[src/rtl/rf_wb_arbiter_pkg.sv]
// Shared widths, write-request payload and helpers for the GPR write-port arbiter.
package rf_wb_arbiter_pkg;

  localparam int unsigned NREG       = 32;
  localparam int unsigned AW         = 5;
  localparam int unsigned DW         = 32;
  localparam int unsigned BE_W       = DW / 8;
  localparam int unsigned STARVE_MAX = 3;
  localparam int unsigned SW         = $clog2(STARVE_MAX + 1);

  localparam logic [AW-1:0] ZERO_REG = '0;

  typedef struct packed {
    logic [BE_W-1:0] we;
    logic [AW-1:0]   waddr;
    logic [DW-1:0]   wdata;
  } wr_req_t;

  function automatic logic is_zero_reg(input logic [AW-1:0] addr);
    return addr == ZERO_REG;
  endfunction

endpackage

[src/rtl/rf_wb_arbiter_ld_skid.sv]
// One-entry load-return buffer: accepts only when empty, empties on drain.
module rf_wb_arbiter_ld_skid
  import rf_wb_arbiter_pkg::*;
(
  input  logic    clk,
  input  logic    reset,
  input  logic    i_valid,
  output logic    o_ready,
  input  wr_req_t i_req,
  input  logic    i_drain,
  output logic    o_full,
  output wr_req_t o_req
);

  logic    r_full;
  wr_req_t r_req;

  // Fill and drain never coincide: fill needs empty, drain needs full.
  always_ff @(posedge clk or posedge reset) begin
    if (reset) begin
      r_full <= 1'b0;
      r_req  <= '0;
    end else if (i_valid && !r_full) begin
      r_full <= 1'b1;
      r_req  <= i_req;
    end else if (i_drain) begin
      r_full <= 1'b0;
    end
  end

  assign o_ready = ~r_full;
  assign o_full  = r_full;
  assign o_req   = r_req;

endmodule

[src/rtl/rf_wb_arbiter.sv]
// GPR write-port arbiter: WB pipe vs buffered load returns, with starvation
// guard and a pending-load scoreboard for decode stalls.
module rf_wb_arbiter
  import rf_wb_arbiter_pkg::*;
(
  input  logic            clk,
  input  logic            reset,
  input  logic            pipe_valid,
  output logic            pipe_ready,
  input  logic [BE_W-1:0] pipe_we,
  input  logic [AW-1:0]   pipe_waddr,
  input  logic [DW-1:0]   pipe_wdata,
  input  logic            ld_issue,
  input  logic [AW-1:0]   ld_issue_addr,
  output logic            ld_issue_rdy,
  input  logic            ld_valid,
  output logic            ld_ready,
  input  logic [BE_W-1:0] ld_we,
  input  logic [AW-1:0]   ld_waddr,
  input  logic [DW-1:0]   ld_wdata,
  input  logic [AW-1:0]   chk_addr1,
  input  logic [AW-1:0]   chk_addr2,
  output logic            chk_busy,
  output logic            ld_err,
  output logic [BE_W-1:0] rf_we,
  output logic [AW-1:0]   rf_waddr,
  output logic [DW-1:0]   rf_wdata
);

  logic            w_full;
  logic            w_pipe_use;
  logic            w_at_max;
  logic            w_drain;
  logic            w_clr_hit;
  logic            w_set;
  wr_req_t         w_ld_req;
  wr_req_t         w_buf;
  wr_req_t         w_sel;
  logic [SW-1:0]   r_starve;
  logic [NREG-1:0] r_pend;
  logic            r_ld_err;

  assign w_ld_req = '{we: ld_we, waddr: ld_waddr, wdata: ld_wdata};

  rf_wb_arbiter_ld_skid u_skid (
    .clk     (clk),
    .reset   (reset),
    .i_valid (ld_valid),
    .o_ready (ld_ready),
    .i_req   (w_ld_req),
    .i_drain (w_drain),
    .o_full  (w_full),
    .o_req   (w_buf)
  );

  // A we=0000 pipe beat needs no port, so it never blocks the buffer.
  assign w_pipe_use = pipe_valid & (|pipe_we);
  assign w_at_max   = (r_starve == SW'(STARVE_MAX));
  assign w_drain    = w_full & (~w_pipe_use | w_at_max);
  assign pipe_ready = ~(w_full & w_pipe_use & w_at_max);

  always_comb begin
    w_sel = '0;
    if (w_drain)
      w_sel = w_buf;
    else if (w_pipe_use)
      w_sel = '{we: pipe_we, waddr: pipe_waddr, wdata: pipe_wdata};
  end

  assign rf_we    = is_zero_reg(w_sel.waddr) ? '0 : w_sel.we;
  assign rf_waddr = w_sel.waddr;
  assign rf_wdata = w_sel.wdata;

  // Starvation count only advances while a full buffer loses to the pipe.
  always_ff @(posedge clk or posedge reset) begin
    if (reset)
      r_starve <= '0;
    else if (!w_full || w_drain)
      r_starve <= '0;
    else
      r_starve <= r_starve + SW'(1);
  end

  assign w_clr_hit    = w_drain & (w_buf.waddr == ld_issue_addr);
  assign ld_issue_rdy = is_zero_reg(ld_issue_addr) | ~r_pend[ld_issue_addr] | w_clr_hit;
  assign w_set        = ld_issue & ld_issue_rdy & ~is_zero_reg(ld_issue_addr);

  // Later assignment wins, so a same-cycle re-issue keeps the register pending.
  always_ff @(posedge clk or posedge reset) begin
    if (reset) begin
      r_pend <= '0;
    end else begin
      if (w_drain)
        r_pend[w_buf.waddr] <= 1'b0;
      if (w_set)
        r_pend[ld_issue_addr] <= 1'b1;
    end
  end

  always_ff @(posedge clk or posedge reset) begin
    if (reset)
      r_ld_err <= 1'b0;
    else if (w_drain && !is_zero_reg(w_buf.waddr) && !r_pend[w_buf.waddr])
      r_ld_err <= 1'b1;
  end

  assign ld_err   = r_ld_err;
  assign chk_busy = (~is_zero_reg(chk_addr1) & r_pend[chk_addr1]) |
                    (~is_zero_reg(chk_addr2) & r_pend[chk_addr2]);

endmodule
[config.mk]
export PLATFORM = sky130hd
export DESIGN_NAME = rf_wb_arbiter
export DESIGN_NICKNAME = d
export VERILOG_FILES = /design/src/rtl/rf_wb_arbiter_pkg.sv /design/src/rtl/rf_wb_arbiter_ld_skid.sv /design/src/rtl/rf_wb_arbiter.sv
export SDC_FILE = /design/constraint.sdc
export NUM_CORES = 1
export LEC_CHECK = 0
export BUFFER_PORTS_ARGS = -buffer_cell sky130_fd_sc_hd__buf_2
export CORE_MARGIN = 10
export CORE_UTILIZATION = 52
export CTS_CLUSTER_SIZE = 14
export DETAILED_ROUTE_END_ITERATION = 12
export PLACE_DENSITY_LB_ADDON = 0.08
export SETUP_SLACK_MARGIN = 0.02
export SLEW_MARGIN = 20
export SYNTH_ARGS = -nofsm -noshare
export SYNTH_HDL_FRONTEND = slang
export SYNTH_SLANG_ARGS = --single-unit
[constraint.sdc]
create_clock -name clk -period 2.5 [get_ports clk]
set_input_delay 0.125 -clock clk [delete_from_list [all_inputs] [get_ports clk]]
set_output_delay 0.125 -clock clk [all_outputs]
set_load 0.01 [all_outputs]
==> results of run 1 <==
kinds of logic (layout without fill, tap and decap cells):
family / after synthesis / count (layout) / synth area share [%]
other cells: 0 / 1 / 0
fa+ha+maj: 1 / 1 / 0.256
buf+inv: 37 / 218 / 3.49
simple gates: 75 / 75 / 9.03
mux: 90 / 90 / 25.7
compound gates: 134 / 134 / 21.2
xor+xnor: 5 / 5 / 0.897
flops: 77 / 77 / 39.5
synthesized netlist by cell type, types with 10 or more instances:
cell type / n / area, um^2
mux2i_1: 24 / 240
mux4_2: 24 / 541
o21ai_1: 32 / 160
clkbuf_1: 19 / 71.3
mux2_2: 42 / 473
a22o_1: 37 / 324
o21ai_0: 33 / 165
nand2_1: 15 / 56.3
dfrtp_1: 77 / 1930
nor2_1: 13 / 48.8
buf_2: 10 / 50.1
routing by layer:
metal / part of all wire [%] / up-vias / track usage (%)
met5: 0 / - / 0
li1: - / 1991 / -
met2: 47 / 273 / 39.3
met3: 13 / 39 / 9.79
met4: 2.8 / 0 / 11.1
met1: 37 / 2161 / 29.1
worst paths after layout:
kind                                           endpoint  slack [ns]                         start
max in group asynchronous  u_skid.o_req[32]$_DFFE_PP0P_        1.35                         reset
min in group asynchronous  u_skid.o_req[23]$_DFFE_PP0P_        0.44                         reset
setup reg to reg                   r_pend[17]$_DFF_PP0_        0.46           r_pend[3]$_DFF_PP0_
setup / recovery                           ld_issue_rdy        0.15  u_skid.o_req[33]$_DFFE_PP0P_
hold reg to reg                   r_starve[0]$_DFF_PP0_        0.45         r_starve[0]$_DFF_PP0_
hold / removal              u_skid.o_req[5]$_DFFE_PP0P_        0.01                   ld_wdata[5]
power by group through the flow:
stage | clock [mW] | sequential (mW) | combinational (mW)
2_1_floorplan | 0 | 1.83 | 1.27
4_1_cts | 1.07 | 2.09 | 1.68
6_report | 1.04 | 2.12 | 1.70
3_3_place_gp | 0 | 2.10 | 1.57
3_5_place_dp | 0 | 2.11 | 1.62
5_1_grt | 1.10 | 2.16 | 1.86
metrics by stage:
step / cell area, um^2 / util (%) / hold WS (ns) / cells / total power [mW]
2_1_floorplan: 4880 / - / 0.277 / 419 / 3.11
3_3_place_gp: 5700 / 62.0 / 0.293 / 652 / 3.67
3_5_place_dp: 5700 / 62.0 / 0.290 / 652 / 3.73
4_1_cts: 6300 / 68.5 / 0.00154 / 706 / 4.83
5_1_grt: 6360 / 69.1 / 0.0128 / 711 / 5.12
6_report: 6360 / 69.2 / 0.0109 / 712 / 4.86
worst max-delay path: stages, from the launching register on:
cell and delay (ns):
dfrtp_1 0.67, xnor2_1 0.18, nand3_1 0.18, nor3_1 0.51
a311o_1 0.20, buf_2 0.13
sequential cells by signal, summed over array words and instances (netlist names):
| register | count |
|---|---|
| u_skid.o_full | 1 |
| ld_err | 1 |
| r_pend | 32 |
| r_starve | 2 |
| u_skid.o_req | 41 |
repair_timing:
| item | 4_1_cts | 5_1_grt |
|---|---|---|
| hold endpoints to repair | 71 | 0 |
| buffers inserted | 0 | 5 |
| resized for setup | 1 | 4 |
| pin swaps | 0 | 2 |
| hold buffers | 39 | 0 |
| endpoints found under the setup margin | 1 | 5 |
layout make-up:
type,instances,area [um^2],area share [%]
Tap cell,111,139,2.18
Sequential cell,77,1930,30.3
Antenna cell,1,2.50,0.0393
Multi-Input combinational cell,305,2820,44.3
Inverter,5,18.8,0.295
Timing Repair Buffer,198,1240,19.5
Clock inverter,5,85.1,1.34
Clock buffer,10,128,2.01
==> metrics.yaml, run 1 <==
power.leakage_nw: 2.81
period_share_pct: 94.1
hold_class: "in -> reg"
core_mm2: 0.00920
ys_seq_area_share_pct: 39.5
place_worst_setup_slack_ns: 0.338
grt_max_degree: 45
syn_area_per_cell_um2: 11.6
cp-end-kind: "primary output"
yosys_warnings: 0
grt_antenna_before_repair: 0
slew_violations: 0
reg2reg_depth: 5
clk_latency_ns: 0.35
skew_ns: 0.0106
synth-seq-cells: 77
clk_pin_slew_ns: 0.08
p_int_mw: 3.10
slew_headroom_pct: 51.3
cts_tree: "yes"
drive_gt1_share_pct: 44.0
synth-edff-count: 0
die_h_um: 117
drt.antenna.violating_nets: 0
worstPathArrival_ns: 2.23
synthesis.area_mm2: 0.00488
setup_viol: 0
cts.sinks: 77
drt_pass1_iterations: 5
io_buffers: 147
wl_um: 16500
max_freq_mhz: 425
mostFrequentLayoutCells: "147 x buf_2, 76 x dfrtp_1, 42 x mux2_2"
track_usage_pct: 24.8
p_switching_mw: 1.75
synth_fp_nets: 522
synthFlopType: "dfrtp_1"
cts-root-buf: "clkbuf_8"
power_frac_comb_pct: 34.9
final_common_cell: "buf_2"
critical_path_required_ns: 2.38
p_seq_share_pct: 43.6
clkPwrFrac_pct: 21.5
pin_count: 148
drc_errors: 0
gp_congestion: 0.946
fin_crit_ns: 2.35
grt_overflow: 0
ir_drop_mv: 0.406
routedWlPerCell_um: 23.2
rsz0062_at_grt: "no"
start_util_pct: 53.1
syn_inst: 419
die_w_um: 117
synth-async-reset-ratio_pct: 100
vias_per_cell: 6.27
fin_ws_ns: 0.147
cts_buffers: 9
worstMarginPinSlew_ns: 0.730
fp-row-count: 35
hold_depth: 2
first_global_vias: 4859
hold_viol: 0
grt_pass1_wl_um: 26300
p_per_area_mw_per_mm2: 764
syn_to_final_growth_pct: 30.3
drt-initial-drc-count: 361
status: "finished clean"
fillCellCount: 692
cts_buffer_depth: 2
switching_share_pct: 36.1
cts-htree-levels: 3
cap_viol_max_count: 0
critPathMaxFanout: 13
via_count: 4464
worstSetupPathType: "reg -> out"
final.setup.tns_ns: 0
synth_cell_types: 52
dieArea_mm2: 0.0137
cp-start-kind: "flop"
hpwl_um: 12000
finalNetCount: 699
Note: power is estimated with default switching activity, not from simulation.
==> run 2, diff against run 1 <==
CORE_UTILIZATION = 50   (was 52)
SYNTH_HIERARCHICAL = 1   (was not set)
==> metrics.yaml, run 2 <==
status: "finished clean"
cp-end-kind: "primary output"
wl_um: 15700
clk_latency_ns: 0.35
ff2ff_setup_slack_ns: 0.29
grt_pass1_wl_um: 24900
synthFlopType: "dfrtp_1"
drive_gt1_share_pct: 43.2
syn_area_per_cell_um2: 11.9
via_count: 4290
slew_violations: 0
reg2reg_depth: 6
die_h_um: 119
drt.antenna.violating_nets: 0
cts.sinks: 77
cts_buffer_depth: 2
critical_path_required_ns: 2.38
cap_viol_max_count: 0
setup.worst_path.end: "chk_busy"
drc_errors: 0
synth_top_area_share_pct: 39.3
yosys_warnings: 6
drt-initial-drc-count: 367
num_antenna_cells: 0
synth_cell_types: 52
syn_to_final_growth_pct: 28.5
synth-edff-count: 0
largest_reg_flops: 41
ys_seq_area_share_pct: 39.3
synth-async-reset-ratio_pct: 100
ir_drop_mv: 0.582
final_common_cell: "buf_2"
hold_viol: 0
pin_count: 148
fin_ws_ns: 0.111
finalNetCount: 685
cts_buffers: 9
core_mm2: 0.00968
rsz0062_at_grt: "no"
dieArea_mm2: 0.0142
worstPathArrival_ns: 2.26
first_global_vias: 4627
synth_fp_nets: 516
worstSetupPathType: "reg -> out"
synthesis.area_mm2: 0.00491
gp_congestion: 0.976
routedWlPerCell_um: 21.8
fp-row-count: 36
critPathMaxFanout: 5
slew_headroom_pct: 63.4
worstMarginPinSlew_ns: 0.547
fin_cells: 719
skew_ns: 0.0107
track_usage_pct: 21.5
clk_pin_slew_ns: 0.09
synth_area_leader_cell: "dfrtp_1"
io_buffers: 147
cts-htree-levels: 3
grt_max_degree: 40
period_share_pct: 95.6
fin_crit_ns: 2.39
cts_tree: "yes"
p_per_area_mw_per_mm2: 1090
cts-root-buf: "clkbuf_8"
critPathLaunch: "r_pend[8]$_DFF_PP0_"
whs_ns: 0.0133
syn_inst: 413
dp_cells: 676
start_util_pct: 50.7
r2r_end: "r_pend[16]$_DFF_PP0_"
mostFrequentLayoutCells: "147 x buf_2, 77 x dfrtp_1, 39 x mux2_4"
synth-seq-cells: 77
cp-start-kind: "flop"
synthTopCellsByCount: "77 x dfrtp_1, 39 x mux2_4, 37 x a22o_1"
drt_pass1_iterations: 5
hpwl_um: 11500
vias_per_cell: 5.97
final.setup.tns_ns: 0
max_freq_mhz: 419
grt_overflow: 0
die_w_um: 119
reg2reg_from: "r_pend[2]$_DFF_PP0_"
total_power_mw: 6.87
grt_antenna_before_repair: 1
yosysMostFrequentCell: "dfrtp_1"
place_worst_setup_slack_ns: 0.296
hold_class: "in -> reg"
power.leakage_nw: 2.98
netlist_top_cells_area: "dfrtp_1 39%, mux2_4 12%, mux4_2 11%, a22o_1 6.6%, mux2i_1 3.1%"
setup_viol: 0
## run 2: layout make-up
| type | count | area [um^2] |
|---|---|---|
| clock buffer | 9 | 124 |
| clock inverter | 6 | 113 |
| fill | 780 | 3380 |
| inverter | 13 | 50.0 |
| multi-input combinational | 291 | 2790 |
| sequential | 77 | 1930 |
| tap | 133 | 166 |
| timing repair buffer | 190 | 1140 |
## run 2: what timing repair did
| action | CTS | global route |
|---|---|---|
| hold endpoints to repair | 92 | 0 |
| setup buffers | 0 | 1 |
| setup endpoints to repair | 4 | 4 |
| pin swaps | 0 | 2 |
| gates resized for setup | 1 | 1 |
| hold buffers | 27 | 0 |
## run 2: worst max-delay path, cell delays in order, from the launching register on
cell and delay, ns:
dfrtp_1 0.46, mux4_2 0.48, mux4_2 0.46, nor2_1 0.10, a21oi_1 0.05, a211o_1 0.23
buf_2 0.14
## run 2: metrics by stage
step	cell area (um^2)	utilization, %
after floorplan	4910	-
after global placement	5780	59.7
after detailed placement	5780	59.7
after CTS	6290	65.0
after global routing	6310	65.1
final	6310	65.1
## run 2: how the worst min path moves through the flow
stage / start / end / cells past startpoint
2_1_floorplan: ld_wdata[0] / u_skid/o_req[0]$_DFFE_PP0P_ / 1
4_1_cts: ld_wdata[2] / u_skid/o_req[2]$_DFFE_PP0P_ / 2
3_5_place_dp: reset / u_skid/o_req[30]$_DFFE_PP0P_ / 2
6_report: ld_wdata[2] / u_skid/o_req[2]$_DFFE_PP0P_ / 2
5_1_grt: ld_wdata[12] / u_skid/o_req[12]$_DFFE_PP0P_ / 2
3_3_place_gp: reset / r_pend[14]$_DFF_PP0_ / 3
## run 2: power by group
part | switching, mW | internal (mW)
sequential | 0.735 | 1.84
combinational | 1.37 | 1.79
clock | 0.469 | 0.659
total | 2.58 | 4.29
## run 2: logic make-up after synthesis
kind of cell    synth area share [%]
buf+inv                         4.59
mux                             27.7
flops                           39.3
compound gates                  19.9
xor+xnor                       0.893
simple gates                    7.39
fa+ha+maj                      0.255
## run 2: per-layer routing
layer  vias to the layer above  routed length [um]  track usage (%)  part of all wire [%]
met3                        27                1670             7.13                    11
li1                       1935                   -                -                     -
met5                         -                   0                0                     0
met2                       257                7420             34.5                    47
met1                      2071                6360             27.1                    41
met4                         0                 205             5.88                   1.3
==> run 3, diff against run 2 <==
BUFFER_PORTS_ARGS = -buffer_cell sky130_fd_sc_hd__buf_4   (was -buffer_cell sky130_fd_sc_hd__buf_2)
CORE_ASPECT_RATIO = 1.5   (was not set)
==> metrics.yaml, run 3 (same netlist as run 2, synthesis figures left out) <==
fillCellCount: 731
routedWlPerCell_um: 23.6
final_common_cell: "buf_4"
largest_reg_flops: 41
cts-htree-levels: 3
max_freq_mhz: 415
hold_class: "in -> reg"
fin_cells: 674
finalNetCount: 657
worstSetupPathType: "reg -> out"
hpwl_um: 12300
fin_crit_ns: 2.41
critPathMaxFanout: 5
syn_to_final_growth_pct: 31.9
track_usage_pct: 22.2
cts_tree: "yes"
drc_errors: 0
drt-initial-drc-count: 239
grt_max_degree: 43
via_count: 4187
status: "finished clean"
rsz0062_at_grt: "no"
worstPathArrival_ns: 2.29
period_share_pct: 96.4
postCtsSetupRepairBufs: 0
vias_per_cell: 6.21
core_mm2: 0.00963
pin_count: 148
cp-start-kind: "flop"
p_int_mw: 4.73
io_buffers: 147
switching_share_pct: 35.6
grt_overflow: 0
fp-row-count: 44
slew_headroom_pct: 47.3
skew_ns: 0.00554
dp_cells: 657
drt_pass1_iterations: 5
p_per_area_mw_per_mm2: 1130
worstMarginPinSlew_ns: 0.785
p_switching_mw: 2.61
grt_pass1_wl_um: 25000
first_global_vias: 4650
cp-end-kind: "primary output"
die_w_um: 101
final.setup.tns_ns: 0
drt.antenna.violating_nets: 0
wl_um: 15900
clkPwrFrac_pct: 20.3
clk_latency_ns: 0.34
cts-root-buf: "clkbuf_16"
cts_buffer_depth: 2
mostFrequentLayoutCells: "160 x buf_4, 77 x dfrtp_1, 39 x mux2_4"
cts.sinks: 77
slew_violations: 0
drive_gt1_share_pct: 44.9
start_util_pct: 50.9
gp_congestion: 0.951
power_frac_comb_pct: 44.6
grt_antenna_before_repair: 0
power.leakage_nw: 3.02
ir_drop_mv: 0.572
num_antenna_cells: 0
cts_buffers: 9
p_seq_share_pct: 35.2
hold_viol: 0
die_h_um: 141
critical_path_required_ns: 2.38
dieArea_mm2: 0.0143
setup_viol: 0
clk_pin_slew_ns: 0.06
cap_viol_max_count: 0
[run 3: changes by cell type in the layout (fill, tap and decap cells not counted), moves of 9 or more]
cell           change
buf_2            -147
buf_4            +145
dlygate4sd3_1     -26
clkbuf_16          +9
clkbuf_8           -9
[run 3: cell type report]
cell class              instances  area (um^2)  area share [%]
clock buffers                  10          229            3.54
repair buffers                162         1230            19.0
well taps                     115          144            2.22
flip-flops and latches         77         1930            29.8
inverters                      13         48.8           0.754
multi-input cells             291         2780            43.0
clock inverters                 6          111            1.72
[run 3: worst paths after layout]
| check | cells after the start | endpoint | slack, ns | from |
|---|---|---|---|---|
| setup / recovery | 6 | chk_busy | 0.09 | r_pend[11]$_DFF_PP0_ |
| hold / removal | 2 | u_skid/o_req[32]$_DFFE_PP0P_ | 0.02 | ld_waddr[0] |
| setup reg to reg | 7 | r_pend[16]$_DFF_PP0_ | 0.32 | r_pend[1]$_DFF_PP0_ |
| hold reg to reg | 1 | r_starve[0]$_DFF_PP0_ | 0.44 | r_starve[0]$_DFF_PP0_ |
| max in group asynchronous | 4 | u_skid/o_req[35]$_DFFE_PP0P_ | 1.42 | reset |
| min in group asynchronous | 3 | u_skid/o_req[30]$_DFFE_PP0P_ | 0.42 | reset |
[run 3: worst max-delay path: stages, from the launching register on]
cell and delay, ns:
dfrtp_1 0.47, mux4_2 0.50, mux4_2 0.46, nor2_1 0.10
a21oi_1 0.05, a211o_1 0.23, buf_4 0.14
[run 3: repair_timing]
item                       CTS  global route
cloned                       0             0
resized for setup            1             1
setup endpoints to repair    4             4
hold buffers                 1             0
pin swaps                    0             1
hold endpoints to repair    57             0
[run 3: per-stage QoR]
stage	area, um^2	setup slack, ns	hold WS [ns]	power (mW)	utilization [%]
6_report	6470	0.0891	0.0152	7.34	67.2
3_5_place_dp	6110	0.357	0.228	5.83	63.5
3_3_place_gp	6110	0.401	0.227	5.74	63.5
4_1_cts	6470	0.0434	0.00592	7.35	67.2
5_1_grt	6470	0.0373	0.00304	7.72	67.2
2_1_floorplan	4910	0.592	0.273	4.61	-
[run 3: layer usage]
layer / up-vias / track usage (%) / part of all wire [%]
met2: 225 / 37.9 / 51
met1: 2022 / 23.0 / 35
met3: 56 / 8.07 / 9.2
met5: - / 0 / 0
met4: 0 / 11.3 / 4.6
li1: 1884 / - / -
[run 3: power groups by stage]
stage | sequential [mW] | combinational, mW | clock, mW
global route | 2.65 | 3.50 | 1.56
CTS | 2.56 | 3.28 | 1.51
floorplan | 2.20 | 2.41 | 0
global placement | 2.55 | 3.19 | 0
finish | 2.58 | 3.27 | 1.49
detailed placement | 2.56 | 3.27 | 0
